`config.mk`:
```
export PLATFORM = sky130hd
export DESIGN_NAME = muldiv_unit
export DESIGN_NICKNAME = d
export VERILOG_FILES = /design/src/rtl/muldiv_unit_pkg.sv /design/src/rtl/muldiv_unit_div_step.sv /design/src/rtl/muldiv_unit.sv
export SDC_FILE = /design/constraint.sdc
export NUM_CORES = 1
export LEC_CHECK = 0
export ABC_AREA = 1
export ABC_CLOCK_PERIOD_IN_PS = 3100
export CAP_MARGIN = 25
export CORE_UTILIZATION = 26
export CTS_CLUSTER_SIZE = 16
export DETAILED_ROUTE_END_ITERATION = 6
export DONT_BUFFER_PORTS = 1
export SETUP_SLACK_MARGIN = 0.5
export SLEW_MARGIN = 20
export SYNTH_ARGS = -nofsm -noshare
export SYNTH_HDL_FRONTEND = slang
export SYNTH_SLANG_ARGS = --single-unit
export TNS_END_PERCENT = 20
```
`constraint.sdc`:
```
create_clock -name clk -period 3.1 [get_ports clk]
set_input_delay 0.31 -clock clk [delete_from_list [all_inputs] [get_ports clk]]
set_output_delay 0.31 -clock clk [all_outputs]
set_load 0.005 [all_outputs]
```
`src/rtl/muldiv_unit_pkg.sv`:
```
// rtl/muldiv_unit_pkg.sv - shared op/state encodings for the HI/LO multiply-divide unit
package muldiv_unit_pkg;

  typedef enum logic [1:0] {
    OP_MULT  = 2'b00,
    OP_MULTU = 2'b01,
    OP_DIV   = 2'b10,
    OP_DIVU  = 2'b11
  } op_e;

  typedef enum logic [1:0] {
    ST_IDLE = 2'b00,
    ST_CALC = 2'b01,
    ST_FIX  = 2'b10,
    ST_DONE = 2'b11
  } state_e;

  function automatic logic op_is_signed(input logic [1:0] op);
    return ~op[0];
  endfunction

  function automatic logic op_is_div(input logic [1:0] op);
    return op[1];
  endfunction

endpackage

```
`src/rtl/muldiv_unit_div_step.sv`:
```
// rtl/muldiv_unit_div_step.sv - one radix-2 restoring division step (combinational)
module div_step #(
  parameter int DATA_W = 32
) (
  input  logic [DATA_W-1:0] i_rem,
  input  logic [DATA_W-1:0] i_div,
  input  logic              i_bit,
  output logic [DATA_W-1:0] o_rem,
  output logic              o_q
);

  logic [DATA_W:0] w_shift;

  assign w_shift = {i_rem, i_bit};
  assign o_q     = (w_shift >= {1'b0, i_div});
  assign o_rem   = o_q ? DATA_W'(w_shift - {1'b0, i_div}) : w_shift[DATA_W-1:0];

endmodule

```
`src/rtl/muldiv_unit.sv`:
```
// rtl/muldiv_unit.sv - iterative MULT/MULTU/DIV/DIVU unit writing HI/LO
// Optional MULDIV_FAST_MUL_EN: single-cycle multiplier instead of shift-add.
module muldiv_unit
  import muldiv_unit_pkg::*;
#(
  parameter int DATA_W = 32
) (
  input  logic              clk,
  input  logic              rst,
  input  logic              start_i,
  input  logic [1:0]        op_i,
  input  logic [DATA_W-1:0] opa_i,
  input  logic [DATA_W-1:0] opb_i,
  input  logic              cancel_i,
  output logic              busy_o,
  output logic [DATA_W-1:0] hi_o,
  output logic [DATA_W-1:0] lo_o,
  output logic              wspreg_o
);

  localparam int CNT_W = $clog2(DATA_W);

  state_e            r_state, w_next;
  logic [CNT_W-1:0]  r_cnt;
  logic [DATA_W-1:0] r_hi, r_lo, r_b, r_hi_q, r_lo_q;
  logic              r_is_div, r_neg_q, r_neg_r, r_wspreg;

  logic              w_accept, w_sgn, w_a_neg, w_b_neg, w_div0, w_fast, w_qbit;
  logic [DATA_W-1:0] w_a_mag, w_b_mag, w_rem;
  logic [DATA_W:0]   w_sum;

  assign w_accept = (r_state == ST_IDLE) && start_i && !cancel_i;
  assign w_sgn    = op_is_signed(op_i);
  assign w_a_neg  = w_sgn & opa_i[DATA_W-1];
  assign w_b_neg  = w_sgn & opb_i[DATA_W-1];
  assign w_a_mag  = w_a_neg ? -opa_i : opa_i;
  assign w_b_mag  = w_b_neg ? -opb_i : opb_i;
  assign w_div0   = op_is_div(op_i) && (opb_i == '0);

`ifdef MULDIV_FAST_MUL_EN
  logic signed [2*DATA_W-1:0] w_prod_s;
  logic        [2*DATA_W-1:0] w_prod_u;
  assign w_prod_s = $signed(opa_i) * $signed(opb_i);
  assign w_prod_u = {{DATA_W{1'b0}}, opa_i} * {{DATA_W{1'b0}}, opb_i};
  assign w_fast   = !op_is_div(op_i);
`else
  assign w_fast   = 1'b0;
`endif

  // Division: r_hi is the partial remainder, r_lo shifts dividend bits out and quotient bits in.
  div_step #(.DATA_W(DATA_W)) u_div_step (
    .i_rem (r_hi),
    .i_div (r_b),
    .i_bit (r_lo[DATA_W-1]),
    .o_rem (w_rem),
    .o_q   (w_qbit)
  );

  // Multiplication: {r_hi,r_lo} is the product register, multiplier consumed from r_lo[0].
  assign w_sum = {1'b0, r_hi} + (r_lo[0] ? {1'b0, r_b} : {(DATA_W+1){1'b0}});

  always_ff @(posedge clk or negedge rst) begin
    if (!rst) r_state <= ST_IDLE;
    else      r_state <= w_next;
  end

  always_comb begin
    w_next = r_state;
    case (r_state)
      ST_IDLE: if (w_accept) w_next = (w_div0 || w_fast) ? ST_DONE : ST_CALC;
      ST_CALC: if (r_cnt == CNT_W'(DATA_W-1)) w_next = ST_FIX;
      ST_FIX:  w_next = ST_DONE;
      ST_DONE: w_next = ST_IDLE;
      default: w_next = ST_IDLE;
    endcase
    if (cancel_i) w_next = ST_IDLE;
  end

  always_ff @(posedge clk or negedge rst) begin
    if (!rst) begin
      r_cnt    <= '0;
      r_hi     <= '0;
      r_lo     <= '0;
      r_b      <= '0;
      r_hi_q   <= '0;
      r_lo_q   <= '0;
      r_is_div <= 1'b0;
      r_neg_q  <= 1'b0;
      r_neg_r  <= 1'b0;
      r_wspreg <= 1'b0;
    end else begin
      r_wspreg <= 1'b0;
      case (r_state)
        ST_IDLE: if (w_accept) begin
          r_cnt    <= '0;
          r_is_div <= op_is_div(op_i);
          r_neg_q  <= w_a_neg ^ w_b_neg;
          r_neg_r  <= w_a_neg;
          if (w_div0) begin
            r_hi <= opa_i;
            r_lo <= '1;
          end else if (op_is_div(op_i)) begin
            r_hi <= '0;
            r_lo <= w_a_mag;
            r_b  <= w_b_mag;
          end else begin
`ifdef MULDIV_FAST_MUL_EN
            {r_hi, r_lo} <= w_sgn ? w_prod_s : w_prod_u;
`else
            r_hi <= '0;
            r_lo <= w_b_mag;
            r_b  <= w_a_mag;
`endif
          end
        end
        ST_CALC: begin
          r_cnt <= r_cnt + 1'b1;
          if (r_is_div) begin
            r_hi <= w_rem;
            r_lo <= {r_lo[DATA_W-2:0], w_qbit};
          end else begin
            {r_hi, r_lo} <= {w_sum, r_lo[DATA_W-1:1]};
          end
        end
        ST_FIX: begin
          if (r_is_div) begin
            if (r_neg_q) r_lo <= -r_lo;
            if (r_neg_r) r_hi <= -r_hi;
          end else if (r_neg_q) begin
            {r_hi, r_lo} <= -{r_hi, r_lo};
          end
        end
        ST_DONE: if (!cancel_i) begin
          r_hi_q   <= r_hi;
          r_lo_q   <= r_lo;
          r_wspreg <= 1'b1;
        end
        default: ;
      endcase
    end
  end

  assign busy_o   = (r_state != ST_IDLE);
  assign hi_o     = r_hi_q;
  assign lo_o     = r_lo_q;
  assign wspreg_o = r_wspreg;

endmodule
```
==> results.sh <==
export IMPL_use_met2=0.364
export IMPL_clkTransAtPathRegs_ns=0.08
export IMPL_min_period_ns=2.75
export IMPL_synth_edf_count=0
export IMPL_drcViolationCount=12
export IMPL_synth_common_cells="nand2_1 (915), inv_1 (386), nor2_1 (307)"
export IMPL_p_int_uw=9340
export IMPL_combPwrFrac=0.713
export IMPL_timing_fmax_mhz=364
export IMPL_use_met1=0.329
export IMPL_final_area_um2=21600
export IMPL_end_kind="flip-flop"
export IMPL_top_usage_layer="met2"
export IMPL_vias=21300
export IMPL_yosysSeqAreaShare=0.237
export IMPL_area_growth_syn_to_layout_pct=19.3
export IMPL_ir_worst_vdd_mv=0.685
export IMPL_num_rows=96
export IMPL_pre_cts_ws_ns=-0.119
export IMPL_cp_required_ns=3.50
export IMPL_first_pass_iters=7
export IMPL_ys_warn_count=0
export IMPL_syn_inst=3034
export IMPL_gp_congestion=1.06
export IMPL_final_nets=3233
export IMPL_maxSlewViolCount=0
export IMPL_synth_most_common_cell="nand2_1"
export IMPL_cts_buffers_inserted=17
export IMPL_synthArstFlopShare=1.00
export IMPL_finalSetupViolCount=0
export IMPL_holdWs_ns=-0.487
export IMPL_hold_viol=171
export IMPL_power_uw=22300
export IMPL_clock_latency_ns=0.52
export IMPL_grt_use_total=0.248
export IMPL_cts_hold_buffers=6
export IMPL_r2r_cells=15
export IMPL_failed_checks="DRC, hold timing"
export IMPL_cts_tree="yes"
export IMPL_p_per_area_nw_per_um2=1030
export IMPL_tightestPinTransition_ns=0.822
export IMPL_clk_path_buf_depth=2
export IMPL_die_x_um=266
export IMPL_grt_antenna_before_repair=0
export IMPL_worstPathArrival_ns=3.15
export IMPL_drt_iter0_markers=2846
export IMPL_placed_cell_area_um2=19400
export IMPL_grt_first_pass_wirelength_um=130000
export IMPL_antenna_cells=0
export IMPL_routed_wirelength_um=88900
export IMPL_final_core_util=0.314
export IMPL_grt_pass1_vias=19500
export IMPL_use_met3=0.0528
export IMPL_die_height_um=266
export IMPL_routedWlPerCell_um=22.1
export IMPL_timing_max_cap_violations=0
export IMPL_drive_above_1_share=0.147
export IMPL_hp_class="input port to asynchronous set/reset pin"
export IMPL_netlist_top_cell_by_area="dfrtp_1"
export IMPL_synth_nets=3180
export IMPL_die_area_um2=70600
export IMPL_synth_cell_type_count=51
export IMPL_syn_cell_area_um2=18100
export IMPL_outcome="finished with violations"
export IMPL_postSynthAreaPerCell_um2=5.96
export IMPL_synth_top_area_frac=0.237
export IMPL_p_seq_frac=0.185
export IMPL_core_area_um2=68700
export IMPL_rsz0062_at_grt="true"
export IMPL_fin_crit_sh=0.886
export IMPL_cts_max_level=4
export IMPL_path_max_fanout=6
export IMPL_place_inst=3938
export IMPL_antenna_left=0
export IMPL_synthTopCellsByArea="dfrtp_1 (24%), nand2_1 (19%), inv_1 (8.0%)"
export IMPL_r2r_setup_slack_ns=0.35
export IMPL_p_leak_uw=0.0101
export IMPL_finClkSkew_ns=0.0216
export IMPL_p_sw_frac=0.582
export IMPL_portBuffers=0
export IMPL_globalRouteOverflowTotal=0
export IMPL_worst_slack_ns=0.352
export IMPL_clock_power_share=0.102
export IMPL_clock_root_buffer="clkbuf_16"
export IMPL_ios=136
export IMPL_ys_ff_latch=171
export IMPL_synth_ff_type="dfrtp_1"
export IMPL_p_switching_uw=13000
export IMPL_regToRegEndpoint="r_hi[14]"
export IMPL_timing_rr_start="r_hi[12]"
export IMPL_relSlewSlack=0.452
export IMPL_vias_per_cell=5.29
export IMPL_finalNonFillerCells=4031
export IMPL_start_util=0.263
export IMPL_cp_start_kind="flip-flop"
export IMPL_worst_setup_path_type="flip-flop to flip-flop"
export IMPL_grt_max_degree=172
export IMPL_dpl_hpwl_um=69600
export IMPL_clock_sinks=171
cells in the final DEF, fill, tap and decap left out, drive strengths merged, types with 33 or more instances in the layout:
| master | instances |
|---|---|
| buf | 136 |
| o21ai | 286 |
| nand4 | 56 |
| nand3 | 247 |
| nor3 | 33 |
| ha | 74 |
| a21oi | 189 |
| nand2 | 924 |
| xor2 | 93 |
| inv | 401 |
| dfrtp | 171 |
| nor2 | 325 |
cell type report:
type,count,area [um^2]
clock buffer,18,429
clock inverter,14,174
fill,7762,47100
inverter,400,1520
multi-input combinational,2355,12800
sequential,171,4310
tap,931,1160
timing repair buffer,142,1220
power by group through the flow:
| stage | registers [uW] | logic [uW] | clock network [uW] |
|---|---|---|---|
| finish | 4120 | 15900 | 2280 |
| global route | 4190 | 17000 | 2380 |
| CTS | 4090 | 14800 | 2310 |
| detailed placement | 4210 | 13400 | 0 |
| global placement | 4210 | 13400 | 0 |
| floorplan | 3770 | 8770 | 0 |
cells by family after synthesis:
family,count (synthesis),synth area share
AND/OR/NAND/NOR,1614,0.376
AO/OA/AOI/OAI,553,0.169
buffers and inverters,508,0.111
flip-flops,171,0.237
XOR/XNOR,110,0.0533
adder cells (fa/ha/maj),76,0.0534
multiplexers,2,0.00111
worst max-delay path, stage by stage (launching register included):
cell	delay [ns]
dfrtp_2	0.44
buf_4	0.20
inv_1	0.27
nand4_1	0.23
nor2_1	0.24
nand2_1	0.14
nor3_1	0.20
buf_4	0.15
xor2_1	0.20
nand2_1	0.08
nand3_1	0.10
nand2_1	0.08
inv_2	0.11
nand2_1	0.08
nand2_1	0.06
nand2_1	0.05
worst max path at each step:
stage / from / to / slack [ns] / cells past startpoint
after floorplan: r_lo[0] / r_hi[17] / 0.59 / 23
final: r_hi[12] / r_hi[14] / 0.35 / 15
after global placement: r_hi[13] / r_hi[31] / -0.19 / 17
after global routing: r_lo[0] / r_hi[19] / 0.28 / 17
after detailed placement: r_hi[14] / r_hi[31] / -0.12 / 17
after CTS: r_lo[31] / r_hi[30] / 0.46 / 18
per-layer routing:
metal / up-vias / wire [um]
li1: 9940 / -
met1: 9986 / 36200
met2: 1220 / 37200
met3: 180 / 9550
met4: 0 / 5880
met5: - / 0
state kept, by name (all words and copies together) (netlist names):
| signal | cells |
|---|---|
| hi_o | 32 |
| r_state | 2 |
| r_is_div | 1 |
| r_b | 32 |
| r_hi | 32 |
| r_neg_q | 1 |
| r_neg_r | 1 |
| wspreg_o | 1 |
| r_lo | 32 |
| lo_o | 32 |
| r_cnt | 5 |
stage by stage:
stage | TNS [ns] | hold slack (ns)
3_5_place_dp | -0.810 | 0.0299
6_report | 0 | -0.487
3_3_place_gp | -2.39 | 0.0287
5_1_grt | 0 | -0.508
2_1_floorplan | 0 | 0.0144
4_1_cts | 0 | -0.530
repair_timing:
action                                  4_1_cts  5_1_grt
pin swaps                                    10       14
gates resized for setup                     145      106
endpoints found under the setup margin       33       43
cloned                                        2        0
buffers inserted                             37       16
endpoints found under the hold margin       184      171
Power figures use the tool's default switching activity.
